`src/rtl/audio_note_sequencer.sv`:
```
// Note sequencer: buffers (frequency, duration) commands in a FIFO and plays them back through freq_o.
// Optional macro NOTE_GAP_EN inserts one silent tick between consecutive notes.
module audio_note_sequencer #(
    parameter int DEPTH    = 16,
    parameter int TICK_DIV = 12000,
    parameter int FW       = 8,
    parameter int DW       = 8
) (
    input  logic                   clk,
    input  logic                   reset,
    input  logic                   wr_en,
    input  logic [FW-1:0]          wr_freq,
    input  logic [DW-1:0]          wr_dur,
    input  logic                   start,
    input  logic                   stop,
    output logic [FW-1:0]          freq_o,
    output logic                   busy,
    output logic                   done,
    output logic                   full,
    output logic                   empty,
    output logic [$clog2(DEPTH):0] level,
    output logic                   overflow
);

    localparam int AW = $clog2(DEPTH);
    localparam int LW = AW + 1;
    localparam int PW = (TICK_DIV > 1) ? $clog2(TICK_DIV) : 1;
    localparam logic [PW-1:0] PRESC_MAX  = PW'(TICK_DIV - 1);
    localparam logic [LW-1:0] LEVEL_FULL = LW'(DEPTH);

`ifdef NOTE_GAP_EN
    typedef enum logic [1:0] {S_IDLE, S_LOAD, S_PLAY, S_GAP} state_t;
`else
    typedef enum logic [1:0] {S_IDLE, S_LOAD, S_PLAY} state_t;
`endif

    logic [FW+DW-1:0] r_mem [DEPTH];
    logic [AW-1:0]    r_wptr;
    logic [AW-1:0]    r_rptr;
    logic [LW-1:0]    r_level;
    logic             r_full;
    logic             r_empty;
    logic             r_overflow;

    state_t           r_state;
    state_t           w_state_nxt;
    logic [FW-1:0]    r_freq;
    logic [FW-1:0]    w_freq_nxt;
    logic [DW-1:0]    r_cnt;
    logic [DW-1:0]    w_cnt_nxt;
    logic [PW-1:0]    r_presc;
    logic [PW-1:0]    w_presc_nxt;
    logic             r_done;
    logic             w_done_nxt;

    logic             w_push;
    logic             w_pop;
    logic [LW-1:0]    w_level_nxt;
    logic [FW+DW-1:0] w_head;
    logic [FW-1:0]    w_head_freq;
    logic [DW-1:0]    w_head_dur;

    // A pop never frees space for a write in the same cycle.
    assign w_push      = wr_en && !r_full;
    assign w_level_nxt = r_level + LW'(w_push) - LW'(w_pop);
    assign w_head      = r_mem[r_rptr];
    assign w_head_freq = w_head[FW+DW-1:DW];
    assign w_head_dur  = w_head[DW-1:0];

    always_ff @(posedge clk) begin
        if (w_push) begin
            r_mem[r_wptr] <= {wr_freq, wr_dur};
        end
    end

    always_ff @(posedge clk) begin
        if (reset) begin
            r_wptr     <= '0;
            r_rptr     <= '0;
            r_level    <= '0;
            r_full     <= 1'b0;
            r_empty    <= 1'b1;
            r_overflow <= 1'b0;
        end else begin
            if (w_push) begin
                r_wptr <= r_wptr + AW'(1);
            end
            if (w_pop) begin
                r_rptr <= r_rptr + AW'(1);
            end
            r_level <= w_level_nxt;
            r_full  <= (w_level_nxt == LEVEL_FULL);
            r_empty <= (w_level_nxt == '0);
            if (wr_en && r_full) begin
                r_overflow <= 1'b1;
            end
        end
    end

    always_ff @(posedge clk) begin
        if (reset) begin
            r_state <= S_IDLE;
            r_freq  <= '0;
            r_cnt   <= '0;
            r_presc <= '0;
            r_done  <= 1'b0;
        end else begin
            r_state <= w_state_nxt;
            r_freq  <= w_freq_nxt;
            r_cnt   <= w_cnt_nxt;
            r_presc <= w_presc_nxt;
            r_done  <= w_done_nxt;
        end
    end

    // stop overrides every transition; the FIFO is left untouched.
    always_comb begin
        w_state_nxt = r_state;
        w_freq_nxt  = r_freq;
        w_cnt_nxt   = r_cnt;
        w_presc_nxt = r_presc;
        w_done_nxt  = 1'b0;
        w_pop       = 1'b0;
        if (stop) begin
            w_state_nxt = S_IDLE;
            w_freq_nxt  = '0;
            w_cnt_nxt   = '0;
            w_presc_nxt = '0;
        end else begin
            case (r_state)
                S_IDLE: begin
                    w_freq_nxt = '0;
                    if (start && !r_empty) begin
                        w_state_nxt = S_LOAD;
                    end
                end
                S_LOAD: begin
                    w_pop = 1'b1;
                    if (w_head_dur != '0) begin
                        w_freq_nxt  = w_head_freq;
                        w_cnt_nxt   = w_head_dur;
                        w_presc_nxt = '0;
                        w_state_nxt = S_PLAY;
                    end else begin
                        w_freq_nxt = '0;
                        if (r_level > LW'(1)) begin
                            w_state_nxt = S_LOAD;
                        end else begin
                            w_state_nxt = S_IDLE;
                            w_done_nxt  = 1'b1;
                        end
                    end
                end
                S_PLAY: begin
                    if (r_presc == PRESC_MAX) begin
                        w_presc_nxt = '0;
                        w_cnt_nxt   = r_cnt - DW'(1);
                        if (r_cnt == DW'(1)) begin
                            if (!r_empty) begin
`ifdef NOTE_GAP_EN
                                w_state_nxt = S_GAP;
                                w_freq_nxt  = '0;
`else
                                w_state_nxt = S_LOAD;
`endif
                            end else begin
                                w_state_nxt = S_IDLE;
                                w_freq_nxt  = '0;
                                w_done_nxt  = 1'b1;
                            end
                        end
                    end else begin
                        w_presc_nxt = r_presc + PW'(1);
                    end
                end
`ifdef NOTE_GAP_EN
                S_GAP: begin
                    if (r_presc == PRESC_MAX) begin
                        w_presc_nxt = '0;
                        w_state_nxt = S_LOAD;
                    end else begin
                        w_presc_nxt = r_presc + PW'(1);
                    end
                end
`endif
                default: begin
                    w_state_nxt = S_IDLE;
                    w_freq_nxt  = '0;
                end
            endcase
        end
    end

    assign freq_o   = r_freq;
    assign busy     = (r_state != S_IDLE);
    assign done     = r_done;
    assign full     = r_full;
    assign empty    = r_empty;
    assign level    = r_level;
    assign overflow = r_overflow;

endmodule

```
`config.mk`:
```
export PLATFORM = sky130hd
export DESIGN_NAME = audio_note_sequencer
export DESIGN_NICKNAME = d
export VERILOG_FILES = /design/src/rtl/audio_note_sequencer.sv
export SDC_FILE = /design/constraint.sdc
export NUM_CORES = 1
export LEC_CHECK = 0
export ABC_AREA = 1
export CORE_ASPECT_RATIO = 0.9
export CORE_MARGIN = 2
export CORE_UTILIZATION = 30
export DETAILED_ROUTE_END_ITERATION = 10
export GPL_TIMING_DRIVEN = 0
export PLACE_DENSITY = 0.5
export SETUP_SLACK_MARGIN = 0.15
export SLEW_MARGIN = 10
export SYNTH_ARGS = -nofsm -noshare
export SYNTH_HDL_FRONTEND = slang
export SYNTH_SLANG_ARGS = --single-unit
```
`constraint.sdc`:
```
create_clock -name clk -period 2.38 [get_ports clk]
set_input_delay 0.476 -clock clk [delete_from_list [all_inputs] [get_ports clk]]
set_output_delay 0.476 -clock clk [all_outputs]
set_load 0.01 [all_outputs]
```
==> summary.md <==
| Metric | Value |
|---|---|
| I/O Pins | `39` |
| Maximum clock frequency | `~0.43 GHz` |
| Worst Skew | `about 0.020 ns` |
| Placed Area | `approximately 0.015 mm²` |
| CP max FO | `7` |
| Clock Path Buffers | `3` |
| Pin count of the biggest net entering global routing | `17` |
| Die area | `between 0.04 and 0.05 mm²` |
| Chip width | `226 µm` |
| CTS H-Tree Depth | `1` |
| PwrDens | `between 800 and 900 mW/mm²` |
| Leak | `6.10 nW` |
| Synthesis-to-layout area growth | `24.8%` |
| Number of synthesized flops with an enable pin | `roughly 260` |
| Post-DR wirelength/cell | `~19 µm` |
| Synth warn | `0` |
| Seq cells post-synth | `approximately 310` |
| Buffers on Ports | `37` |
| Minimum clock period | `around 2.3 ns` |
| Core region area | `approximately 0.044 mm²` |
| Vias in the first global route | `9320` |
| Synthesized area | `between 0.01 and 0.015 mm²` |
| CTS buffer count | `31` |
| Peak supply drop | `approximately 0.00056 V` |
| Site row count | `73` |
| Setup TNS | `0 ns` |
| HP Class | `in2reg` |
| Predominant post-synthesis flop cell | `edfxtp_1` |
| Routability cong. | `a little over 0.8` |
| Final hold vios | `0` |
| Avg Inst Size Synth | `between 10 and 15 µm²` |
| CTS tree | `done` |
| Total track usage | `around 16%` |
| Clock-pin slew on the worst setup and hold paths | `around 0.060 ns` |
| Die Span Y | `approximately 200 µm` |
| Starting Density | `a little under a third` |
| CTS Sinks | `approximately 300` |
| Synth area leaders | `edfxtp_1, nand2_1, dfxtp_1, nand3_1, nor2_1` |
| Vias/cell | `4.80` |
| R2r setup slk | `0.08 ns` |
| Critical Path RT | `~2.9 ns` |
| Share of the synthesized area in the top cell type | `approximately 58%` |
| Iteration-0 DRC Markers | `between 700 and 800` |
| Critical Path AT | `2.80 ns` |
| Post-route cell area | `0.0166 mm²` |
| Worst slew pin tran | `just under 0.9 ns` |
| Drt pass-1 iters | `5` |
| Clk_lat worst skew | `approximately 0.58 ns` |
| Via Count | `9610` |
| Root Buffer | `clkbuf_16` |
| Antenna diodes | `0` |
| Detailed placer's ending HPWL | `between 20000 and 25000 µm` |
| Post-synthesis cell count | `~1300` |
| Max-Cap Viols | `0` |
| DRC | `0` |
| Max-slew violations | `0` |
| Initial antenna violation count | `0` |
| DRT antenna net count | `0` |
| First-pass GRT wire length | `~57000 µm` |
| CTS Hold Bufs | `0` |
| Syn_nets | `approximately 1300` |
| Slew Limit Headroom | `around two fifths` |
| Ratio of cells with drive above 1 in the final layout | `~18%` |
| Drt total wl | `roughly 38000 µm` |
| Sequential cell area fraction in the yosys report | `approximately two thirds` |
| Critical path capture point type | `flip-flop` |
| Leading area contributor after synthesis | `edfxtp_1` |
| Asr flop ratio synth | `0%` |
| CP Class | `reg2reg` |
| Final nets | `about 1400` |
| Outcome | `finished clean` |
| Distinct cells, synth | `36` |
| RSZ-0062 raised after global routing | `yes` |
| Overflow after GRT | `0` |
| Setup violations, final | `0` |
| Period utilization | `between 90% and 100%` |
| Utilization after layout | `37.7%` |
| Startpoint types | `flip-flop` |
-- state kept, by name, summed over array words and instances (netlist names), named ones only --
name      flops
freq_o        8
overflow      1
empty         1
done          1
r_state       2
r_wptr        4
r_presc      14
level         5
r_rptr        4
r_mem       256
r_cnt         8
full          1
-- per-layer routing --
metal	wire, µm	vias to the layer above	GRT usage [%]
li1	-	4603	-
met1	17900	4682	23.8
met2	17200	267	26.1
met3	1730	58	2.36
met4	861	0	3.95
met5	0	-	0
-- repair_timing --
| action | in CTS | in global routing |
|---|---|---|
| setup endpoints to repair | 37 | 36 |
| cloned | 2 | 1 |
| pin swaps | 11 | 44 |
| resized for setup | 97 | 116 |
| buffers inserted | 13 | 8 |
-- area by class of cell --
class	instances	area, µm²
well taps	600	751
clock inverters	17	216
plain buffers	63	534
inverters	107	419
repair buffers	70	776
clock buffers	41	891
multi-input cells	795	4240
flip-flops and latches	309	8760
fillers	4314	27400
-- worst max-delay path, cell delays in order, from the launching register on --
cell and delay [ns]:
dfxtp_2 0.32, buf_8 0.14, buf_8 0.15, buf_12 0.13, nor2_4 0.06, nor2_1 0.04, o21ai_1 0.07, nand3_1 0.14
nand3_2 0.12, nand2_4 0.08, nor2_4 0.12, nand2_2 0.07, nor2_4 0.13, nand2_2 0.07, buf_6 0.14, nand2_8 0.08
clkbuf_16 0.17, nand2_2 0.05, a21oi_2 0.12
-- power by group --
part	internal, mW	switching, mW	leakage [nW]
sequential	6.10	0.105	2.74
clock	3.17	2.13	0.559
combinational	0.834	1.32	2.80
-- path summary, 6_finish.rpt --
check,end,from,cells after the start
worst min-delay path,level[0],reset,2
worst max register to register,r_presc[3],flip-flop,18
worst max-delay path,r_presc[3],flip-flop,18
worst min register to register,flip-flop,r_rptr[2],2
-- layout by cell type, fill, tap and decap left out, drive strengths merged, types with 8 or more instances in the layout --
cell and instances:
nand2 328, edfxtp 256, nand3 112, nor2 112, inv 106, a21oi 76, clkbuf 70, buf 67
o21ai 56, dfxtp 53, clkdlybuf4s50 36, ha 21, nor3 17, o221ai 12, clkinv 11, a22oi 11
xor2 9, nand4 9, o211ai 8
-- cell families after synthesis --
group / after synthesis / share of synthesized area, %
AO/OA/AOI/OAI: 175 / 7.65
XOR/XNOR: 10 / 0.659
adder cells (fa/ha/maj): 22 / 2.13
buffers and inverters: 171 / 5.39
flip-flops: 309 / 65.8
AND/OR/NAND/NOR: 588 / 18.3
-- through the flow --
step,cells,hold slack [ns],total power [mW],setup WS [ns]
floorplan,1275,0.455,7.39,0.182
global placement,1912,0.454,8.08,-1.13
detailed placement,1921,0.470,8.13,-0.743
CTS,1993,0.307,13.6,0.0779
global route,2002,0.348,14.2,-0.0387
finish,2002,0.324,13.7,0.0780
-- Yosys cell counts, drive strengths merged, types with 17 or more instances --
library cell    n
nor3           17
o21ai          56
nand3         112
edfxtp        256
clkbuf         30
a21oi          76
nor2          112
dfxtp          53
nand2         328
buf            34
ha             21
inv           106
(Power assumes the default switching activity.)
==> RTL edit 1 (config.mk and constraints unchanged) <==
Make the reset (`reset`) asynchronous in 2 clocked blocks.
--- a/src/rtl/audio_note_sequencer.sv
+++ b/src/rtl/audio_note_sequencer.sv
@@ -73,7 +73,7 @@
         end
     end
 
-    always_ff @(posedge clk) begin
+    always_ff @(posedge clk or posedge reset) begin
         if (reset) begin
             r_wptr     <= '0;
             r_rptr     <= '0;
@@ -97,7 +97,7 @@
         end
     end
 
-    always_ff @(posedge clk) begin
+    always_ff @(posedge clk or posedge reset) begin
         if (reset) begin
             r_state <= S_IDLE;
             r_freq  <= '0;
Function: differs if reset is asserted again (counterexample within 4 cycles, from zero or initial values and one cycle with reset high); with reset held inactive, the same outputs for 4 cycles.
==> RTL edit 1 against the original RTL <==
  * The flow now finishes with violations (setup timing)
  * Setup slack worse by 190 ps
  * Sequential cell count down 4
  * Register-to-register slack got worse by 160 ps
  * Synthesized cell count is 5.5% lower
  * First-iteration DRC count down 19%
  * Wire length up 2.7%
  * Critical path type is now input port to register
  * Cell area increased by 1.4%
  * Synthesized area grew 0.25%
  * Highest routed layer unchanged
  * Cell count decreased by 3.0%
  * Core utilization increased by 0.44 points
Power is not compared: it rests on default switching activity, and its combinational part moved more than twofold at a synthesized area within 25%.
==> RTL edit 1: results (changes against the original RTL) <==
Htree depth: 2 (+1)
Smallest hold slack: 317.9 ps (-6.442 ps)
Share of layout cells above drive strength 1: 20.86% (+3.2 points)
R2r worst-path depth: 12 (-6)
GR Util All Layers: 16.92% (+0.43 points)
Post-synth top cells: nand2_1 (304), edfxtp_1 (256), nand3_1 (112)
Post-Synth Adder-Cell Area: 2.122% (-0.0054 points)
Worst hold path class: input port to asynchronous set/reset pin
Met2 GRT Util: 27.66% (+1.5 points)
Clock Skew: 23.54 ps (+3.819 ps)
Worst Path Arrival: 2960 ps (+160 ps)
Drt wl/cell: 19.95 um (+5.9%)
Layout Nets: 1359 (-4.3%)
Reg2reg end: empty$_DFF_PP1_
Via count: 9310 (-3.1%)
Setup CP Type: input port to register
CTS Buf Count: 35 (+13%)
Failing checks: setup timing
Final setup vio count: 2 (+2)
Placement Cell Area: 0.01470 mm^2 (+0.44%)
Met3 GRT Util: 2.545% (+0.18 points)
Worst setup margin: -112.2 ps (-190.1 ps)
CP max stage delay: 560 ps (+240 ps)
Setup TNS Final: -222.3 ps (-222.3 ps)
Vias in the first global route: 9220 (-1.1%)
Post-synth ARST share: 16.07% (+16 points)
Synthesized instance count: 1205 (-5.5%)
Clock latency on the worst-skew pair: 540 ps (-40 ps)
Status: complete, but fails checks
Initial drt markers: 638 (-19%)
## RTL edit 1: layout make-up
cell class	instances	area, um^2
clock buffer	45	934.6
fill	4355	27210
multi-input combinational	751	4313
timing repair inverter	1	11.26
inverter	90	374.1
timing repair buffer	73	808.3
tap	600	750.7
buffer	59	550.5
clock inverter	18	150.1
sequential	305	8919
## RTL edit 1: cells by family after synthesis
group                    Yosys count
AO/OA/AOI/OAI                    153
flip-flops                       305
XOR/XNOR                          22
AND/OR/NAND/NOR                  554
buffers and inverters            149
adder cells (fa/ha/maj)           22
## RTL edit 1: worst register-to-register path, stage by stage (launching register included)
cell	delay (ps)
dfrtp_1	400
inv_2	80
ha_4	150
inv_4	40
nor2_4	120
ha_4	220
inv_4	50
ha_4	120
inv_2	30
fa_2	520
inv_2	40
or4_4	560
nor2_4	90
## RTL edit 1: metal layers
layer | up-vias | routed length [um]
met4 | 0 | 1020
met2 | 256 | 18240
met1 | 4582 | 17410
met3 | 65 | 2072
li1 | 4407 | -
met5 | - | 0
==> RTL edit 2 (same flow settings) <==
Made on the original files. The option `NOTE_GAP_EN` is turned on by a define.
--- a/src/rtl/audio_note_sequencer.sv
+++ b/src/rtl/audio_note_sequencer.sv
@@ -1,5 +1,7 @@
 // Note sequencer: buffers (frequency, duration) commands in a FIFO and plays them back through freq_o.
 // Optional macro NOTE_GAP_EN inserts one silent tick between consecutive notes.
+`define NOTE_GAP_EN
+
 module audio_note_sequencer #(
     parameter int DEPTH    = 16,
     parameter int TICK_DIV = 12000,
Formal check against the unedited RTL: no difference found for any inputs over 4 cycles, from zero or initial values and one cycle with reset high; that may be too few to reach the edited logic, so the function may still have changed.
==> RTL edit 2 against the original RTL <==
  * Sequential cell count unchanged
  * Synthesized area increased by 0.75%
  * Wire length rose by 1.7%
  * Cell area rose by 1.7%
  * Power down 1.1%
  * Critical path depth shrank 2
  * Non-clock buffer count rose by 14
  * Worst hold slack improved by 140 ps
  * Setup slack improved by 130 ps
  * Critical path type unchanged
==> RTL edit 2: results (changes against the original RTL) <==
Layout Nets: 1431 (+0.77%)
Postcts setup bufs: 15 (+2)
Drt via density: 4.740 (-1.3%)
Reg power frac: 45.9% (+0.4 points)
Met1 Track Usage GR: 23.18% (-0.63 points)
Post-synth top cells: edfxtp_1 (256), nand2_1 (246), nor2_1 (169)
Placement Cell Area: 0.01480 mm^2 (+1.1%)
Synth area leaders: edfxtp_1 (57%), dfxtp_1 (7.9%), nand2_1 (6.9%)
PD cells: 800.2 mW/mm^2 (-2.8%)
Clock Skew: 22.86 ps (+3.138 ps)
Share of layout cells above drive strength 1: 19.35% (+1.7 points)
Metal2 WL: 17590 um (+2.0%)
Met2 GRT Util: 26.06% (-0.061 points)
Post-CTS Resized: 72 (-26%)
Status: complete, no violations
Sequential fraction of the synthesis area: 65.33% (-0.49 points)
Combinational power: 1.98 mW (-8%)
Worst slack, placed: -609.5 ps (+133.2 ps)
Post-DP HPWL: 24540 um (+1.9%)
WL met1: 17730 um (-0.84%)
Met3 WL post-DR: 2269 um (+31%)
CTS Buf Count: 36 (+16%)
Clock latency on the worst-skew pair: 560 ps (-20 ps)
Initial drt markers: 805 (+2.8%)
First-pass GRT wire length: 57500 um (+0.34%)
Htree depth: 2 (+1)
Post-Place Cells: 1916 (-0.26%)
Worst hold path class: register to register
Via count: 9555 (-0.57%)
Post-synth cell types: 40 (+11%)
Final WL: 38360 um (+1.7%)
P_sw: 3.573 mW (+0.61%)
GR Util All Layers: 16.60% (+0.11 points)
Port Buf Inserts: 38 (+2.7%)
Worst-Margin Slew: 807.3 ps (-61.56 ps)
CP max FO: 10 (+3)
Fillers: 4291 (-0.53%)
Syn Nets: 1307 (-0.83%)
Average cell area after synthesis: 10.59 um^2 (+1.5%)
Initial antenna violation count: 0 (unchanged)
Met3 GRT Util: 3.364% (+1.0 points)
Crit-path slowest cell: dfxtp_2
Leak pwr: 6.124 nW (+0.41%)
Routability cong.: 0.8124 (-0.79%)
Vias in the first global route: 9407 (+0.93%)
==> RTL edit 2: cell count changes in the layout (fill, tap and decap cells not counted), sizes merged, moves of 4 or more <==
cell / change
a22oi: -11
xor2: -4
nor2: +60
o311ai: -5
a21oi: -34
nor3: -4
nand2: -69
a32o: -5
clkinv: +9
nand3: +6
o21ai: +46
buf: +13
o221ai: +20
==> RTL edit 2: final timing paths <==
kind	cells after the start	slack, ps	startpoint	to
hold reg to reg	2	470	overflow$_SDFFE_PP0P_	overflow$_SDFFE_PP0P_
hold / removal	2	470	overflow$_SDFFE_PP0P_	overflow$_SDFFE_PP0P_
setup / recovery	16	200	register	r_presc[8]$_SDFFE_PP0P_
setup reg to reg	16	200	register	r_presc[8]$_SDFFE_PP0P_
==> RTL edit 2: cells by family (layout without fill, tap and decap cells) <==
family | after synthesis | in the layout | synth area share (%)
fa+ha+maj | 21 | 21 | 2.018
buf+inv | 166 | 317 | 5.410
compound gates | 185 | 185 | 8.484
xor+xnor | 7 | 7 | 0.4579
simple gates | 577 | 577 | 18.30
flops | 309 | 309 | 65.33
==> RTL edit 2: layout make-up <==
cell class	instances	area (um^2)	area share [%]
Buffer	61	563.0	3.338
Clock buffer	43	948.4	5.623
Clock inverter	22	187.7	1.113
Inverter	105	417.9	2.478
Multi-Input combinational cell	790	4299	25.49
Sequential cell	309	8757	51.92
Tap cell	600	750.7	4.451
Timing Repair Buffer	86	942.2	5.586
==> RTL edit 2: worst register-to-register path, stage by stage (launching register included) <==
cell       delay [ps]
dfxtp_2           320
buf_6             140
inv_4              70
buf_12            140
buf_12            140
o211ai_1          100
nand3_1           100
nand3_2           110
nand2_4            70
nor2_4            110
nand2_2            80
nor2_4            140
nand2_4           130
nand2_4           130
clkbuf_16         160
nand2_2            50
a21oi_2           110
